<file path="config.mk">
export PLATFORM = sky130hd
export DESIGN_NAME = nf10_stamp_arbiter
export DESIGN_NICKNAME = d
export VERILOG_FILES = /design/src/rtl/nf10_stamp_pkg.sv /design/src/rtl/nf10_rr_arbiter.sv /design/src/rtl/nf10_stamp_arbiter.sv
export SDC_FILE = /design/constraint.sdc
export NUM_CORES = 1
export LEC_CHECK = 0
export BUFFER_PORTS_ARGS = -buffer_cell sky130_fd_sc_hd__buf_2
export CORE_ASPECT_RATIO = 0.8
export CORE_MARGIN = 5
export CORE_UTILIZATION = 45
export DETAILED_ROUTE_END_ITERATION = 7
export GPL_TIMING_DRIVEN = 0
export PLACE_DENSITY_LB_ADDON = 0.08
export SLEW_MARGIN = 20
export SYNTH_ARGS = -nofsm -noshare
export SYNTH_HDL_FRONTEND = slang
export SYNTH_SLANG_ARGS = --single-unit
</file>
<file path="constraint.sdc">
create_clock -name S_AXI_ACLK -period 5.25 [get_ports S_AXI_ACLK]
set_clock_uncertainty 0.1 [all_clocks]
set_input_delay 0.2625 -clock S_AXI_ACLK [delete_from_list [all_inputs] [get_ports S_AXI_ACLK]]
set_output_delay 0.2625 -clock S_AXI_ACLK [all_outputs]
set_load 0.02 [all_outputs]
</file>
<file path="src/rtl/nf10_stamp_pkg.sv">
// nf10_stamp_pkg
//   Shared definitions for the timestamp arbiter slice: output FSM state
//   encoding, default stamp/drop-counter widths and the port-index width
//   helper used to size TUSER and the arbiter index.
package nf10_stamp_pkg;

    typedef enum logic {
        ST_IDLE  = 1'b0,
        ST_VALID = 1'b1
    } stamp_state_t;

    localparam int DEF_TIMESTAMP_WIDTH = 64;
    localparam int DEF_DROP_CNT_WIDTH  = 16;

    // Width of a port index; never below one bit so single-bit ports stay legal.
    function automatic int port_idx_width(input int num_ports);
        return (num_ports > 1) ? $clog2(num_ports) : 1;
    endfunction

endpackage

</file>
<file path="src/rtl/nf10_rr_arbiter.sv">
// nf10_rr_arbiter
//   Purely combinational round-robin picker. Searches the request vector
//   starting at last_grant+1 and wrapping to 0.
//   Ports:
//     req        - per-port request bits
//     last_grant - index granted most recently
//     grant      - one-hot grant (all zero when nothing requests)
//     grant_idx  - binary index of the granted port
//     any_valid  - at least one request present
module nf10_rr_arbiter
    import nf10_stamp_pkg::*;
#(
    parameter int NUM_PORTS = 4,
    parameter int IDX_W     = port_idx_width(NUM_PORTS)
) (
    input  logic [NUM_PORTS-1:0] req,
    input  logic [IDX_W-1:0]     last_grant,
    output logic [NUM_PORTS-1:0] grant,
    output logic [IDX_W-1:0]     grant_idx,
    output logic                 any_valid
);

    logic [IDX_W-1:0] cand;

    always_comb begin
        grant     = '0;
        grant_idx = '0;
        any_valid = 1'b0;
        cand      = '0;
        // Offset NUM_PORTS comes back to last_grant itself, so it is checked last.
        for (int off = 1; off <= NUM_PORTS; off++) begin
            cand = IDX_W'((int'(last_grant) + off) % NUM_PORTS);
            if (!any_valid && req[cand]) begin
                grant[cand] = 1'b1;
                grant_idx   = cand;
                any_valid   = 1'b1;
            end
        end
    end

endmodule

</file>
<file path="src/rtl/nf10_stamp_arbiter.sv">
// nf10_stamp_arbiter
//   Captures STAMP_COUNTER into a per-port snapshot slot on each STAMP_REQ
//   pulse and streams the captured stamps out one at a time, round-robin,
//   over an AXI-Stream style handshake. Each port holds one stamp; a request
//   hitting an occupied slot is dropped (oldest kept) and counted.
//   Ports:
//     S_AXI_ACLK, S_AXI_ARESETN - clock, synchronous active-low reset
//     STAMP_COUNTER             - free-running time value
//     STAMP_REQ                 - per-port one-cycle capture pulses
//     M_STAMP_TDATA/TUSER       - stamp value and originating port
//     M_STAMP_TVALID/TREADY     - output handshake
//     DROP_FLAG, DROP_COUNT     - sticky per-port drop flags, saturating total
//     DROP_CLEAR                - clears flags and count (same-cycle drops win)
module nf10_stamp_arbiter
    import nf10_stamp_pkg::*;
#(
    parameter int NUM_PORTS       = 4,
    parameter int TIMESTAMP_WIDTH = DEF_TIMESTAMP_WIDTH,
    parameter int DROP_CNT_WIDTH  = DEF_DROP_CNT_WIDTH
) (
    input  logic                                  S_AXI_ACLK,
    input  logic                                  S_AXI_ARESETN,
    input  logic [TIMESTAMP_WIDTH-1:0]            STAMP_COUNTER,
    input  logic [NUM_PORTS-1:0]                  STAMP_REQ,
    output logic [TIMESTAMP_WIDTH-1:0]            M_STAMP_TDATA,
    output logic [port_idx_width(NUM_PORTS)-1:0]  M_STAMP_TUSER,
    output logic                                  M_STAMP_TVALID,
    input  logic                                  M_STAMP_TREADY,
    output logic [NUM_PORTS-1:0]                  DROP_FLAG,
    output logic [DROP_CNT_WIDTH-1:0]             DROP_COUNT,
    input  logic                                  DROP_CLEAR
);

    localparam int IDX_W = port_idx_width(NUM_PORTS);
    localparam int SUM_W = DROP_CNT_WIDTH + 4;  // room for up to 8 drops per cycle
    localparam logic [IDX_W-1:0]          LAST_RST = IDX_W'(NUM_PORTS - 1);
    localparam logic [DROP_CNT_WIDTH-1:0] CNT_MAX  = '1;

    stamp_state_t state, state_nxt;

    logic [NUM_PORTS-1:0]                       pending;
    logic [NUM_PORTS-1:0][TIMESTAMP_WIDTH-1:0]  snapshot;
    logic [IDX_W-1:0]                           last_grant;

    logic [NUM_PORTS-1:0] grant, taken, slot_free, accept, drop;
    logic [IDX_W-1:0]     grant_idx;
    logic                 any_pending;
    logic                 load;

    logic [SUM_W-1:0]          drop_k, cnt_sum;
    logic [DROP_CNT_WIDTH-1:0] cnt_nxt;

    nf10_rr_arbiter #(
        .NUM_PORTS (NUM_PORTS),
        .IDX_W     (IDX_W)
    ) u_rr (
        .req        (pending),
        .last_grant (last_grant),
        .grant      (grant),
        .grant_idx  (grant_idx),
        .any_valid  (any_pending)
    );

    // Output FSM: load whenever the output register is empty or draining.
    always_ff @(posedge S_AXI_ACLK) begin
        if (!S_AXI_ARESETN) state <= ST_IDLE;
        else                state <= state_nxt;
    end

    always_comb begin
        state_nxt = state;
        load      = 1'b0;
        case (state)
            ST_IDLE: begin
                if (any_pending) begin
                    load      = 1'b1;
                    state_nxt = ST_VALID;
                end
            end
            ST_VALID: begin
                if (M_STAMP_TREADY) begin
                    if (any_pending) load = 1'b1;
                    else             state_nxt = ST_IDLE;
                end
            end
            default: state_nxt = ST_IDLE;
        endcase
    end

    assign M_STAMP_TVALID = (state == ST_VALID);

    // A slot being moved to the output this edge can take a new capture.
    always_comb begin
        taken     = load ? grant : '0;
        slot_free = ~pending | taken;
        accept    = STAMP_REQ & slot_free;
        drop      = STAMP_REQ & ~slot_free;
        drop_k    = '0;
        for (int i = 0; i < NUM_PORTS; i++) drop_k = drop_k + SUM_W'(drop[i]);
        // Clear zeroes the base but this cycle's drops still land.
        cnt_sum   = (DROP_CLEAR ? '0 : SUM_W'(DROP_COUNT)) + drop_k;
        cnt_nxt   = (cnt_sum > SUM_W'(CNT_MAX)) ? CNT_MAX : cnt_sum[DROP_CNT_WIDTH-1:0];
    end

    always_ff @(posedge S_AXI_ACLK) begin
        if (!S_AXI_ARESETN) begin
            pending       <= '0;
            snapshot      <= '0;
            M_STAMP_TDATA <= '0;
            M_STAMP_TUSER <= '0;
            last_grant    <= LAST_RST;
            DROP_FLAG     <= '0;
            DROP_COUNT    <= '0;
        end else begin
            pending <= (pending & ~taken) | accept;
            for (int i = 0; i < NUM_PORTS; i++) begin
                if (accept[i]) snapshot[i] <= STAMP_COUNTER;
            end
            if (load) begin
                M_STAMP_TDATA <= snapshot[grant_idx];
                M_STAMP_TUSER <= grant_idx;
                last_grant    <= grant_idx;
            end
            DROP_FLAG  <= (DROP_CLEAR ? '0 : DROP_FLAG) | drop;
            DROP_COUNT <= cnt_nxt;
        end
    end

endmodule

</file>
==> impl_metrics.toml, run 1 <==
[logic_synthesis]
synth_area_leader_cell = "dfxtp_1"
ys.flop_type = "dfxtp_1"
synth_top_area_share_pct = 45.2
yosysMostFrequentCell = "dfxtp_1"
ys_top_cells_by_count = "dfxtp_1 (349), nand2_1 (336), mux2i_1 (257)"
ys_seq_area_share_pct = 45.2
synth_nets = 1644
ys_ff_latch = 349
synth_area_sq_um = 15500
syn_area_per_cell_sq_um = 9.91
ys_types = 55
synth_warnings = 0
synth_cells = 1560
synthArstFlopShare_pct = 0
synth_edf_count = 0
synth.area.top_cells = "dfxtp_1 (45%), mux2i_1 (17%), nand2_1 (8.2%)"

[worst_setup_path]
r2r_setup_slack_ns = 0.20
critPathMaxFanout = 8
cp.arrival_ns = 5.43
crit_required_ns = 5.63
critical_path_class = "flop to flop"
crit_chain = "inv_4, ha_4, buf_6, mux4_2, nor2b_2, buf_6, a221o_1, a22oi_2, o21a_1, nand2_2, fa_1, fa_2, inv_1, fa_2, inv_2, or4_4, clkbuf_8, or3_1, a21oi_1, o21a_1"
slowest_delay_ns = 0.53
endpoint_kind = "flop"
crit_path_top_delay_cell = "mux4_2"
worstSetupStartpointType = "flop"

[clock_tree]
cts.sinks = 349
cts_buffers = 38
cts.path.max_buffers = 3
clk_latency_ns = 0.53
ctsRootBufferMaster = "clkbuf_16"
cts_tree = "built"
clk_pin_slew_ns = 0.06
htreeDepth = 2

[job]
max-cap-violations = 0

[global_route]
grt_pass1_vias = 12400
grt_remaining_overflow = 0
grt_usage_pct = 22.9
antenna_found_initial = 0
grt_max_degree = 15
grt_pass1_wl_um = 70300

[pwr]
p_seq_share_pct = 32.7
p_comb_share_pct = 41.6
p_sw_share_pct = 37.1
p_sw_mw = 4.03
p_int_mw = 6.82
leakagePower_nw = 8.49
ir_drop_v = 0.000269
power_density_nw_per_um2 = 574
clkPwrFrac_pct = 25.7

[placed_design]
place_hpwl_um = 29800
gp_congestion = 0.811
dpl_cell_area_sq_um = 16800
numPortBuffers = 157

[final_layout]
nets = 1911
fin_area_sq_um = 18900
drive_gt1_share_pct = 20.5
fillers = 3071
antenna_cells = 0
fin_util_pct = 55.9
syn_to_final_growth_pct = 22.2

[route]
vias = 12500
ant_nets = 0
wl_um = 45000
drc = 0
via_per_inst = 5.47
routedWlPerCell_um = 19.7
drtPass1Iterations = 5
drtIter0Drc = 857

[floorplan]
num_io_pins = 159
core-area_sq_um = 33800
start_util_pct = 45.8
die_h_um = 176
rows = 60
die_w_um = 217
die-area_sq_um = 38200

[sta]
drv_slew = 0
max_freq_mhz = 198
setup_viol = 0
slew_headroom_pct = 26.9
period_share_pct = 96.2
fin_crit_ns = 5.05
timing_worst_slew_pin_value_ns = 1.10
hold_slack_ns = 0.00511
hold_violations = 0

[worst_hold_path]
hp-class = "primary input to flop"

[status]
status = "complete, no violations"
path summary, 6_finish.rpt:
kind / startpoint / end / depth (start not counted)
worst min-delay path: STAMP_COUNTER[30] / snapshot[94] / 3
worst max register to register: last_grant[1] / DROP_COUNT[10] / 20
worst min register to register: snapshot[135] / snapshot[135] / 2
worst max-delay path: last_grant[1] / DROP_COUNT[10] / 20
layout make-up:
| cell class | count | area [sq um] | area share, % |
|---|---|---|---|
| plain buffers | 130 | 842 | 4.46 |
| clock buffers | 57 | 1200 | 6.33 |
| clock inverters | 11 | 114 | 0.602 |
| inverters | 14 | 55.1 | 0.291 |
| multi-input cells | 1064 | 7670 | 40.6 |
| flip-flops and latches | 349 | 6990 | 37.0 |
| well taps | 434 | 543 | 2.87 |
| repair buffers | 230 | 1480 | 7.85 |
metrics by stage:
| step | TNS (ns) | power [mW] | setup slack, ns | cells |
|---|---|---|---|---|
| 2_1_floorplan | 0 | 6.75 | 0.0128 | 1560 |
| 3_3_place_gp | -6.95 | 7.94 | -0.527 | 2151 |
| 3_5_place_dp | -7.58 | 8.00 | -0.581 | 2151 |
| 4_1_cts | 0 | 10.9 | 0.00231 | 2289 |
| 5_1_grt | -0.00115 | 11.4 | -0.00115 | 2289 |
| 6_report | 0 | 10.9 | 0.197 | 2289 |
power by group through the flow:
stage / sequential (mW) / clock (mW) / combinational, mW
2_1_floorplan: 3.75 / 0 / 3.00
3_3_place_gp: 3.59 / 0 / 4.35
3_5_place_dp: 3.60 / 0 / 4.40
4_1_cts: 3.54 / 2.84 / 4.51
5_1_grt: 3.61 / 2.96 / 4.79
6_report: 3.55 / 2.79 / 4.51
state kept, by name (all words and copies together), names as in the netlist:
signal          count
DROP_FLAG           4
M_STAMP_TDATA      64
M_STAMP_TVALID      1
DROP_COUNT         16
snapshot          256
pending             4
M_STAMP_TUSER       2
last_grant          2
critical path, delay by kind of cell (launching register included):
kind	cells	cell delay (ns)
DFF	1	0.39
muxes	1	0.53
buffers and inverters	6	0.60
adders and majority gates	4	1.37
AOI/OAI and AO/OA	5	0.93
and+or+nand+nor	4	1.09
placed cells by master, fill, tap and decap left out, types with 11 or more instances in the layout:
cell             n
clkbuf_16       41
inv_1           11
mux2_2          15
dlygate4sd3_1   60
o21a_1          24
nor2_1          15
mux2i_1        257
mux2_4          48
dfxtp_1        347
a221o_1         67
a21oi_1         66
buf_4           19
clkbuf_8        13
buf_2          166
nand2_1        335
buf_6           27
nand3_1         69
clkbuf_1        85
o21ai_0         68
per-layer routing:
layer	wire length [um]	track usage, %	vias up	part of all wire (%)
met1	21600	33.0	6116	48
met5	0	0	-	0
met4	1000	5.90	0	2.2
li1	-	-	6018	-
met3	2100	3.31	62	4.7
met2	20300	36.5	318	45
cells by family after synthesis:
| family | after synthesis | synth area share, % |
|---|---|---|
| multiplexers | 324 | 23.0 |
| flip-flops | 349 | 45.2 |
| XOR/XNOR | 12 | 0.679 |
| AO/OA/AOI/OAI | 252 | 11.5 |
| AND/OR/NAND/NOR | 464 | 12.8 |
| buffers and inverters | 147 | 5.75 |
| adder cells (fa/ha/maj) | 12 | 1.12 |
repair_timing:
item,4_1_cts,5_1_grt
hold buffers,60,0
resized for setup,9,9
endpoints found under the hold margin,203,0
pin swaps,8,6
endpoints found under the setup margin,16,16
setup buffers,11,2
(Power assumes the default switching activity.)
==> run 2, diff against run 1 <==
--- a/config.mk
+++ b/config.mk
@@ -9,6 +9,7 @@
 export CORE_ASPECT_RATIO = 0.8
 export CORE_MARGIN = 5
 export CORE_UTILIZATION = 45
+export CTS_BUF_LIST = sky130_fd_sc_hd__clkbuf_8
 export DETAILED_ROUTE_END_ITERATION = 7
 export GPL_TIMING_DRIVEN = 0
 export PLACE_DENSITY_LB_ADDON = 0.08
==> impl_metrics.toml, run 2 (synthesized netlist as in run 1, its figures left out) <==
[status]
status = "complete, no violations"

[placed_design]
gp_congestion = 0.811
numPortBuffers = 157
post-place-ws_ns = -0.581
place_hpwl_um = 29800
post-place-cells = 2151
dpl_cell_area_sq_um = 16800

[sta]
hold_slack_ns = 0.0771
period_share_pct = 96.6
timing_worst_slew_pin_value_ns = 1.10
setup_tns_ns = 0
max_freq_mhz = 197
drv_slew = 0
fin_crit_ns = 5.07
setup_viol = 0
setup_ws_ns = 0.181
hold_violations = 0
slew_headroom_pct = 26.6

[final_layout]
syn_to_final_growth_pct = 21.6
fin_util_pct = 55.7
fillers = 3149
reg_top3 = "snapshot: 256 flops, M_STAMP_TDATA: 64 flops, DROP_COUNT: 16 flops"
drive_gt1_share_pct = 21.0
antenna_cells = 0
regArea_sq_um = 6990
instances_no_fill = 2333
multi_input_area_sq_um = 7670
mostFrequentLayoutCells = "dfxtp_1 (347), nand2_1 (335), mux2i_1 (257), buf_2 (167), clkbuf_1 (80)"
largest_reg_flops = 256
top_register = "snapshot"
nets = 1941
layout_commonest_cell = "dfxtp_1"
fin_area_sq_um = 18800

[floorplan]
rows = 60
die_h_um = 176
core-area_sq_um = 33800
start_util_pct = 45.8
die_w_um = 217
num_io_pins = 159
die-area_sq_um = 38200

[route]
ant_nets = 0
routedWlPerCell_um = 19.3
drtIter0Drc = 871
drtPass1Iterations = 7
vias = 12600
wl_um = 45100
drc = 0
via_per_inst = 5.42

[clock_tree]
cts_tree = "built"
clk_latency_ns = 0.60
ctsRootBufferMaster = "clkbuf_8"
htreeDepth = 2
cts_buffers = 57
cts.path.max_buffers = 3
cts.sinks = 349
clk_pin_slew_ns = 0.07

[global_route]
grt_usage_pct = 23.0
grt_pass1_vias = 12700
grt_pass1_wl_um = 70600
grt_max_degree = 15
grt_remaining_overflow = 0
antenna_found_initial = 0

[worst_setup_path]
rr_startpoint = "last_grant[1]"
critical_path_class = "flop to flop"
worstReg2RegEnd = "DROP_COUNT[10]"
endpoint_kind = "flop"
r2r_setup_slack_ns = 0.18
worstSetupStartpointType = "flop"
critPathMaxFanout = 8
endpoint = "DROP_COUNT[10]"
crit_required_ns = 5.69
r2r_cells = 20
startpoint = "last_grant[1]"
cp.arrival_ns = 5.51

[pwr]
p_total_mw = 10.4
leakagePower_nw = 8.55
power_density_nw_per_um2 = 553
ir_drop_v = 0.000238

[job]
max-cap-violations = 0

[worst_hold_path]
hold_depth = 4
hp-class = "primary input to flop"
==> run 2: cell types whose count changed in the layout (fill, tap and decap cells not counted) <==
cell | previous run | this run
clkbuf_8 | 13 | 75
clkbuf_16 | 41 | 0
inv_1 | 11 | 33
dlygate4sd3_1 | 60 | 69
clkbuf_1 | 85 | 80
bufinv_16 | 2 | 0
clkinv_2 | 6 | 4
buf_2 | 166 | 167
buf_4 | 19 | 20
inv_6 | 1 | 0
==> run 2: repair_timing <==
| action | in CTS | in global routing |
|---|---|---|
| hold buffers | 69 | 0 |
| setup buffers | 11 | 3 |
| hold endpoints to repair | 265 | 0 |
| resized for setup | 9 | 9 |
| endpoints found under the setup margin | 16 | 16 |
| pin swaps | 8 | 9 |
==> run 2: worst max-delay path, stage by stage (launching register included) <==
cell,delay [ns]
dfxtp_4,0.40
inv_4,0.06
ha_4,0.26
buf_6,0.11
mux4_2,0.53
nor2b_2,0.17
buf_6,0.14
a221o_1,0.31
a22oi_2,0.17
o21a_1,0.18
nand2_1,0.08
fa_1,0.50
fa_2,0.38
inv_1,0.07
fa_2,0.21
inv_2,0.05
or4_4,0.50
clkbuf_8,0.17
or3_1,0.34
a21oi_1,0.13
o21a_1,0.13
==> run 2: routing by layer <==
metal / GRT usage [%] / part of all wire, % / vias up
met5: 0 / 0 / -
met4: 6.00 / 2.0 / 0
met3: 3.41 / 5.0 / 62
met2: 36.5 / 45 / 338
met1: 32.8 / 48 / 6146
li1: - / - / 6090
==> run 2: layout make-up <==
class                      instances  area share (%)
sequential                       349            37.2
multi-input combinational       1064            40.8
inverter                          14           0.293
clock buffer                      73            5.34
tap                              434            2.89
buffer                           131            4.50
clock inverter                    28           0.625
timing repair buffer             240            8.41
==> run 2: power by group <==
part | leakage, nW | switching (mW) | internal [mW]
clock | 0.658 | 1.09 | 1.24
sequential | 2.87 | 0.318 | 3.24
combinational | 5.02 | 2.60 | 1.92
==> run 2: worst min path at each step <==
stage / from / endpoint / slack (ns)
finish: DROP_CLEAR / DROP_COUNT[8] / 0.08
global route: DROP_CLEAR / DROP_COUNT[8] / 0.08
CTS: DROP_CLEAR / DROP_COUNT[8] / 0.02
detailed placement: snapshot[244] / snapshot[244] / 0.35
global placement: snapshot[218] / snapshot[218] / 0.34
floorplan: STAMP_REQ[1] / pending[1] / 0.29
